<file path="src/rtl/sseg_pkg.sv">
// Shared types and constants for the seven-segment scan controller.
package sseg_pkg;

  typedef enum logic {
    BLANK = 1'b0,
    SHOW  = 1'b1
  } state_t;

  // Digit word fields: [5]=en, [4]=dp, [3:0]=hex
  localparam int unsigned EN_BIT  = 5;
  localparam int unsigned DP_BIT  = 4;
  localparam int unsigned HEX_MSB = 3;

  // All segments / anodes off (active-low)
  localparam logic [7:0] SSEG_BLANK = 8'hFF;

  // Active-low {g,f,e,d,c,b,a} patterns for hex 0..F
  localparam logic [6:0] HEX_LUT [16] = '{
    7'h40, 7'h79, 7'h24, 7'h30, 7'h19, 7'h12, 7'h02, 7'h78,
    7'h00, 7'h10, 7'h08, 7'h03, 7'h46, 7'h21, 7'h06, 7'h0E
  };

endpackage

</file>
<file path="src/rtl/hex_to_sseg.sv">
// Combinational hex + decimal point to active-low {dp,g,f,e,d,c,b,a}.
import sseg_pkg::*;

module hex_to_sseg (
  input  logic [HEX_MSB:0] hex,
  input  logic             dp,
  output logic [7:0]       seg_c
);

  // dp=1 lights the point, so it is inverted into the active-low MSB
  always_comb begin
    seg_c = {~dp, HEX_LUT[hex]};
  end

endmodule

</file>
<file path="src/rtl/sseg_scan_ctrl.sv">
// Time-multiplexed 8-digit seven-segment scan controller with a blanking
// gap between digits. Optional brightness control under SSEG_DIM_EN.
import sseg_pkg::*;

module sseg_scan_ctrl #(
  parameter int unsigned BITS         = 6,
  parameter int unsigned REFRESH_DIV  = 100_000,
  parameter int unsigned BLANK_CYCLES = 1_000
) (
  input  logic            clk,
  input  logic            reset,
`ifdef SSEG_DIM_EN
  input  logic [2:0]      dim,
`endif
  input  logic [BITS-1:0] digit_in,
  output logic [2:0]      sel,
  output logic [7:0]      an,
  output logic [7:0]      sseg,
  output logic            frame_tick
);

  localparam int unsigned CNT_W = $clog2(REFRESH_DIV);
  localparam logic [CNT_W-1:0] BLANK_LAST = CNT_W'(BLANK_CYCLES - 1);
  localparam logic [CNT_W-1:0] SHOW_LAST  = CNT_W'(REFRESH_DIV - BLANK_CYCLES - 1);

  // Reject parameter sets that leave no blanking or no display time
  if (BLANK_CYCLES < 1 || BLANK_CYCLES >= REFRESH_DIV || BITS < 6) begin : g_bad_params
    $error("sseg_scan_ctrl: need 1 <= BLANK_CYCLES < REFRESH_DIV and BITS >= 6");
  end

  state_t            state;
  logic [CNT_W-1:0]  cnt;
  logic [BITS-1:0]   digit_q;
  logic [7:0]        seg_c;
  logic              lit_c;

  hex_to_sseg u_hex_to_sseg (
    .hex   (digit_q[HEX_MSB:0]),
    .dp    (digit_q[DP_BIT]),
    .seg_c (seg_c)
  );

`ifdef SSEG_DIM_EN
  logic [2:0] pwm;

  // Free-running duty-cycle counter for brightness control
  always_ff @(posedge clk or posedge reset) begin
    if (reset) pwm <= 3'd0;
    else       pwm <= pwm + 3'd1;
  end

  // Anode enabled only during the upper part of the pwm period
  always_comb begin
    lit_c = digit_q[EN_BIT] && (pwm >= dim);
  end
`else
  // Full duty: anode follows the enable bit only
  always_comb begin
    lit_c = digit_q[EN_BIT];
  end
`endif

  // Scan FSM: blank gap, capture mux word, show it, advance digit index
  always_ff @(posedge clk or posedge reset) begin
    if (reset) begin
      state      <= BLANK;
      cnt        <= '0;
      sel        <= 3'd0;
      digit_q    <= '0;
      an         <= SSEG_BLANK;
      sseg       <= SSEG_BLANK;
      frame_tick <= 1'b0;
    end else begin
      frame_tick <= 1'b0;
      case (state)
        BLANK: begin
          an   <= SSEG_BLANK;
          sseg <= SSEG_BLANK;
          if (cnt == BLANK_LAST) begin
            cnt     <= '0;
            digit_q <= digit_in;
            state   <= SHOW;
          end else begin
            cnt <= cnt + CNT_W'(1);
          end
        end
        SHOW: begin
          sseg <= seg_c;
          an   <= lit_c ? ~(8'h01 << sel) : SSEG_BLANK;
          if (cnt == SHOW_LAST) begin
            cnt        <= '0;
            sel        <= sel + 3'd1;
            frame_tick <= (sel == 3'd7);
            state      <= BLANK;
          end else begin
            cnt <= cnt + CNT_W'(1);
          end
        end
        default: begin
          cnt   <= '0;
          state <= BLANK;
        end
      endcase
    end
  end

endmodule

</file>
<file path="config.mk">
export PLATFORM = sky130hd
export DESIGN_NAME = sseg_scan_ctrl
export DESIGN_NICKNAME = d
export VERILOG_FILES = /design/src/rtl/sseg_pkg.sv /design/src/rtl/hex_to_sseg.sv /design/src/rtl/sseg_scan_ctrl.sv
export SDC_FILE = /design/constraint.sdc
export NUM_CORES = 1
export LEC_CHECK = 0
export ABC_AREA = 1
export ABC_CLOCK_PERIOD_IN_PS = 2600
export CAP_MARGIN = 10
export CORE_ASPECT_RATIO = 0.75
export CORE_MARGIN = 5
export CORE_UTILIZATION = 59
export CTS_CLUSTER_SIZE = 16
export DETAILED_ROUTE_END_ITERATION = 12
export PLACE_DENSITY = 0.85
export SLEW_MARGIN = 20
export SYNTH_ARGS = -nofsm -noshare
export SYNTH_HDL_FRONTEND = slang
export SYNTH_SLANG_ARGS = --single-unit
</file>
<file path="constraint.sdc">
create_clock -name clk -period 2.6 [get_ports clk]
set_input_delay 0.65 -clock clk [delete_from_list [all_inputs] [get_ports clk]]
set_output_delay 0.65 -clock clk [all_outputs]
set_load 0.005 [all_outputs]
</file>
==> results of run 1 <==
-- per-layer routing --
metal	GRT usage (%)	routed length (um)	up-vias	part of all wire [%]
met5	0	0	-	0
met4	10.34	136	0	3.0
met3	3.846	312	14	6.9
met1	27.86	2067	856	45
met2	28.69	2031	76	45
li1	-	-	888	-
-- state kept, by name, indices dropped and copies added (netlist names) --
signal	count
cnt	17
frame_tick	1
state	1
sseg	8
an	8
digit_q	6
sel	3
-- per-stage QoR --
step	power [uW]	instances	hold WS (ns)	utilization, %
global route	1262	346	0.4276	72.45
global placement	757.8	338	0.4086	69.65
CTS	1226	346	0.4091	72.45
finish	1225	346	0.4044	72.45
floorplan	738.4	263	0.3761	-
detailed placement	760.1	338	0.4029	69.65
-- cell families after synthesis --
family	Yosys count	share of synthesized area, %
AO/OA/AOI/OAI	25	5.991
XOR/XNOR	9	3.527
buffers and inverters	39	6.942
flip-flops	44	50.17
adder cells (fa/ha/maj)	13	7.279
AND/OR/NAND/NOR	133	26.09
-- report_power, final --
group          switching [uW]  internal [uW]  leakage [uW]
sequential               8.63            690      0.000531
combinational            30.2           18.9      0.000696
clock                     231            246     0.0000534
-- cell usage after synthesis, types with 3 or more instances --
library cell	number	area, um2
xnor2_1	4	35.03
nand2_1	44	165.2
clkbuf_1	3	11.26
a21oi_1	12	60.06
inv_1	33	123.9
xor2_1	5	43.79
dfstp_2	16	420.4
nor2_1	53	198.9
nand3_1	24	120.1
o21ai_0	9	45.04
dfrtp_1	28	700.7
nand4_1	4	25.02
ha_1	13	162.7
-- area by class of cell --
class,instances,area [um2],area share (%)
tap,52,65.06,2.453
clock inverter,1,5.005,0.1887
inverter,34,127.6,4.811
sequential,44,1121,42.26
timing repair buffer,28,277.8,10.47
multi-input combinational,180,958.4,36.13
clock buffer,7,97.59,3.679
-- final timing paths --
| check | from | to | slack, ns | cells after the start |
|---|---|---|---|---|
| max in group asynchronous | reset | sseg[7] | 1.43 | 3 |
| hold / removal | digit_q[4] | sseg[7] | 0.40 | 1 |
| setup / recovery | sseg[0] | sseg[0] | 0.58 | 1 |
| hold reg to reg | digit_q[4] | sseg[7] | 0.40 | 1 |
| setup reg to reg | cnt[0] | cnt[15] | 0.93 | 8 |
| min in group asynchronous | reset | cnt[14] | 0.80 | 3 |
==> results.sh, run 1 <==
export IMPL_run_status="completed"
export IMPL_critical_path_top_delay_family="flip-flops"
export IMPL_p_leak_uw=0.001281
export IMPL_core_area_um2=3661
export IMPL_tightest_slew_ns=0.5263
export IMPL_clk_lat_worst_skew_ns=0.30
export IMPL_antenna_found_initial=0
export IMPL_antenna_cells_inserted=0
export IMPL_critical_path_max_stage_delay_ns=0.54
export IMPL_setup_violations=0
export IMPL_most_common_layout_cells="53 x nor2_1, 44 x nand2_1, 33 x inv_1"
export IMPL_grt_ovfl_total=0
export IMPL_synth_yosys_seq_area_share_pct=50.17
export IMPL_area_growth_syn_to_layout_pct=18.70
export IMPL_finalMaxSlewViolations=0
export IMPL_die_area_um2=5131
export IMPL_io_pins=28
export IMPL_layout_filler_cells=285
export IMPL_gp_routability_congestion=0.9226
export IMPL_max_freq_mhz=494.1
export IMPL_vdd_ir_drop_max_mv=0.3135
export IMPL_wl_per_cell_um=13.14
export IMPL_floorplan_rows=19
export IMPL_clock_tree_htree_level_count=2
export IMPL_number_of_instances_in_the_synthesized_netlist=263
export IMPL_cts_hold_buf=0
export IMPL_grt_max_degree=45
export IMPL_synth_fp_nets=284
export IMPL_timing_clock_skew_ns=0.009730
export IMPL_period_share_pct=77.84
export IMPL_grtUsageTotal_pct=19.78
export IMPL_yosys_most_used_dff="dfrtp_1"
export IMPL_path_cells="clkdlybuf4s50_1"
export IMPL_wl_um=4547
export IMPL_num_vias=1834
export IMPL_drc_errors=0
export IMPL_layout_commonest_cell="nor2_1"
export IMPL_mappedNetlistArea_um2=2235
export IMPL_arrival_time_of_data_at_the_critical_path_endpoint_ns=1.37
export IMPL_avg_synthesized_cell_area_um2=8.497
export IMPL_grt_pass1_vias=1738
export IMPL_timing_final_crit_period_ns=2.024
export IMPL_place_area_um2=2550
export IMPL_nNetsFinal=314
export IMPL_cts_repair_resizes=0
export IMPL_number_of_flops_mapped_to_enable_cells_by_yosys=0
export IMPL_final_hold_viol_count=0
export IMPL_cts_setup_buffers=0
export IMPL_number_of_violations_reported_at_the_end_of_detailed_routing_iteration_0=178
export IMPL_worstPathRequired_ns=1.95
export IMPL_crit_fanout=1
export IMPL_start_util_pct=61.04
export IMPL_crit_path_end_kind="output pin"
export IMPL_maxSlewHeadroom_pct=64.91
export IMPL_grt_pass1_wl_um=7872
export IMPL_numClockSinks=44
export IMPL_clk_transition_reported_paths_ns=0.08
export IMPL_worstPathBufferInverterCount=1
export IMPL_pwr_density_cell_nw_per_um2=461.7
export IMPL_timing_critical_path_slowest_stage_cell="dfstp_2"
export IMPL_grt_setup_unrepaired="no"
export IMPL_timing_max_cap_violations=0
export IMPL_tritoncts_clock_tree="done"
export IMPL_finalSetupTns_ns=0
export IMPL_yosys_cell_types_count=25
export IMPL_ys_ff_latch=44
export IMPL_drt_vias_per_instance=5.301
export IMPL_die_h_um=63.30
export IMPL_hold_class="flip-flop to flip-flop"
export IMPL_detailed_place_hpwl_um=3290
export IMPL_drt_pass1_iterations=5
export IMPL_finalWorstSetupSlack_ns=0.5762
export IMPL_worstSetupPathType="flip-flop to output pin"
export IMPL_fin_area_um2=2653
export IMPL_ys_async_sr_fraction_pct=100.0
export IMPL_drive_gt1_share_pct=9.864
export IMPL_critical_path_startpoint_type="flip-flop"
export IMPL_cts_root_buffer_type="clkbuf_8"
export IMPL_ys_warnings_count=0
export IMPL_dpl_worst_slack_ns=0.9174
export IMPL_drt_antenna_violating_nets=0
export IMPL_die_width_um=81.07
export IMPL_port_buffers=27
export IMPL_clock_path_buffers=2
export IMPL_numCtsBuffers=5
Power figures use the tool's default switching activity.
==> inputs of run 2 (changes only) <==
--- a/config.mk
+++ b/config.mk
@@ -6,14 +6,14 @@
 export NUM_CORES = 1
 export LEC_CHECK = 0
 export ABC_AREA = 1
-export ABC_CLOCK_PERIOD_IN_PS = 2600
+export ABC_CLOCK_PERIOD_IN_PS = 2100
 export CAP_MARGIN = 10
 export CORE_ASPECT_RATIO = 0.75
 export CORE_MARGIN = 5
-export CORE_UTILIZATION = 59
+export CORE_UTILIZATION = 55
 export CTS_CLUSTER_SIZE = 16
 export DETAILED_ROUTE_END_ITERATION = 12
-export PLACE_DENSITY = 0.85
+export PLACE_DENSITY = 0.8
 export SLEW_MARGIN = 20
 export SYNTH_ARGS = -nofsm -noshare
 export SYNTH_HDL_FRONTEND = slang
==> constraint.sdc (replaced) <==
create_clock -name clk -period 2.1 [get_ports clk]
set_input_delay 0.525 -clock clk [delete_from_list [all_inputs] [get_ports clk]]
set_output_delay 0.525 -clock clk [all_outputs]
set_load 0.005 [all_outputs]
==> run 2 against run 1 <==
Effect of this change:
- count of clock-buffer cells in the layout fell by 2
- utilization fell by 5.2 points
- wire length fell by 1.1%
- sequential power rose by 24%
- power rose by 28%
- worst hold slack improved by 0.028 ns
- sequential share of layout area fell by 0.40 points
- clock power rose by 34%
- non-clock buffer count did not move
- setup slack got worse by 0.32 ns
- via count fell by 3.1%
- critical endpoint is now an[7]
- critical path depth did not move
==> results.sh, run 2 (same netlist as run 1, synthesis figures left out) <==
export IMPL_layout_commonest_cell="nor2_1"
export IMPL_drive_gt1_share_pct=9.864
export IMPL_numCtsBuffers=5
export IMPL_drt_antenna_violating_nets=0
export IMPL_hold_class="flip-flop to flip-flop"
export IMPL_critical_path_top_delay_family="flip-flops"
export IMPL_timing_clock_skew_ns=0.01350
export IMPL_io_pins=28
export IMPL_run_status="completed"
export IMPL_holdPathStages=1
export IMPL_biggest_register="cnt"
export IMPL_worstSetupPathType="flip-flop to output pin"
export IMPL_cts_root_buffer_type="clkbuf_8"
export IMPL_cts_hold_buf=0
export IMPL_area_growth_syn_to_layout_pct=19.82
export IMPL_detailed_place_hpwl_um=3403
export IMPL_die_width_um=83.60
export IMPL_r2r_startpoint="cnt[0]"
export IMPL_finalSetupTns_ns=0
export IMPL_grtUsageTotal_pct=18.01
export IMPL_clock_tree_htree_level_count=2
export IMPL_largest_register_ff_count=17
export IMPL_nNetsFinal=314
export IMPL_clk_lat_worst_skew_ns=0.30
export IMPL_grt_pass1_wl_um=7734
export IMPL_cts_setup_buffers=0
export IMPL_clk_transition_reported_paths_ns=0.09
export IMPL_post_layout_total_power_uw=1566
export IMPL_rr_worst_depth=8
export IMPL_pwr_density_cell_nw_per_um2=585.0
export IMPL_tightest_slew_ns=0.5844
export IMPL_critical_path_startpoint_type="flip-flop"
export IMPL_max_freq_mhz=543.7
export IMPL_floorplan_rows=20
export IMPL_path_cells="clkdlybuf4s50_1"
export IMPL_crit_path_end_kind="output pin"
export IMPL_hold_startpoint="digit_q[4]"
export IMPL_wl_per_cell_um=12.89
export IMPL_p_leak_uw=0.001288
export IMPL_grt_pass1_vias=1632
export IMPL_wl_um=4499
export IMPL_timing_final_crit_period_ns=1.839
export IMPL_number_of_violations_reported_at_the_end_of_detailed_routing_iteration_0=188
export IMPL_grt_max_degree=45
export IMPL_drc_errors=0
export IMPL_die_h_um=65.20
export IMPL_drt_vias_per_instance=5.095
export IMPL_clock_path_buffers=2
export IMPL_cts_repair_resizes=0
export IMPL_numClockSinks=44
export IMPL_grt_ovfl_total=0
export IMPL_timing_critical_path_slowest_stage_cell="dfstp_2"
export IMPL_finalMaxSlewViolations=0
export IMPL_setup_violations=0
export IMPL_top_regs="cnt x17, an x8, sseg x8"
export IMPL_port_buffers=27
export IMPL_grt_setup_unrepaired="no"
export IMPL_die_area_um2=5451
export IMPL_gp_routability_congestion=0.9203
export IMPL_arrival_time_of_data_at_the_critical_path_endpoint_ns=1.31
export IMPL_tritoncts_clock_tree="done"
export IMPL_most_common_layout_cells="53 x nor2_1, 44 x nand2_1, 33 x inv_1"
export IMPL_worstPathBufferInverterCount=1
export IMPL_critical_path_max_stage_delay_ns=0.53
export IMPL_core_area_um2=3979
export IMPL_cp_depth=1
export IMPL_num_vias=1778
export IMPL_timing_max_cap_violations=0
export IMPL_setup_worst_path_start="an[7]"
export IMPL_period_share_pct=87.59
export IMPL_antenna_found_initial=0
export IMPL_crit_fanout=1
export IMPL_drt_pass1_iterations=4
export IMPL_antenna_cells_inserted=0
export IMPL_start_util_pct=56.16
export IMPL_maxSlewHeadroom_pct=60.74
export IMPL_vdd_ir_drop_max_mv=0.3416
export IMPL_worstPathRequired_ns=1.57
export IMPL_final_hold_viol_count=0
## run 2: cell type report
type                    count  area [um2]
clock buffers               5       68.82
clock inverters             3       42.54
fillers                   304        1301
inverters                  34       127.6
multi-input cells         180       958.4
flip-flops and latches     44        1121
well taps                  55       68.82
repair buffers             28       290.3
## run 2: per-stage QoR
step / hold slack (ns) / area, um2 / instances / util (%) / setup WS (ns)
5_1_grt: 0.4826 / 2678 / 349 / 67.30 / 0.2190
3_5_place_dp: 0.4106 / 2566 / 341 / 64.50 / 0.4864
4_1_cts: 0.4315 / 2678 / 349 / 67.30 / 0.2459
6_report: 0.4322 / 2678 / 349 / 67.30 / 0.2607
3_3_place_gp: 0.4088 / 2566 / 341 / 64.50 / 0.5852
2_1_floorplan: 0.3761 / 2235 / 263 / - / 0.5704
## run 2: worst reg2reg max path: stages (launching register included)
cell	delay, ns
dfrtp_1	0.38
ha_1	0.17
nand2_1	0.07
inv_1	0.08
nand2_1	0.13
nor3_4	0.32
nand2_4	0.15
nand2_4	0.16
nor2_1	0.07
## run 2: worst paths after layout
| check | to | slack, ns |
|---|---|---|
| max | an[7] | 0.26 |
| min | sseg[7] | 0.43 |
| max reg2reg | cnt[4] | 0.47 |
| min reg2reg | sseg[7] | 0.43 |
| max in group asynchronous | sseg[0] | 1.24 |
| min in group asynchronous | cnt[12] | 0.60 |
## run 2: power breakdown
part           switching, uW  internal, uW
clock network            284           352
logic                   38.5          26.1
registers               11.1           854
## run 2: routing by layer
metal	up-vias	GRT usage, %	wire, um
met3	4	5.388	280
met2	57	27.48	2049
met5	-	0	0
met1	828	25.34	2122
li1	889	-	-
met4	0	4.217	47
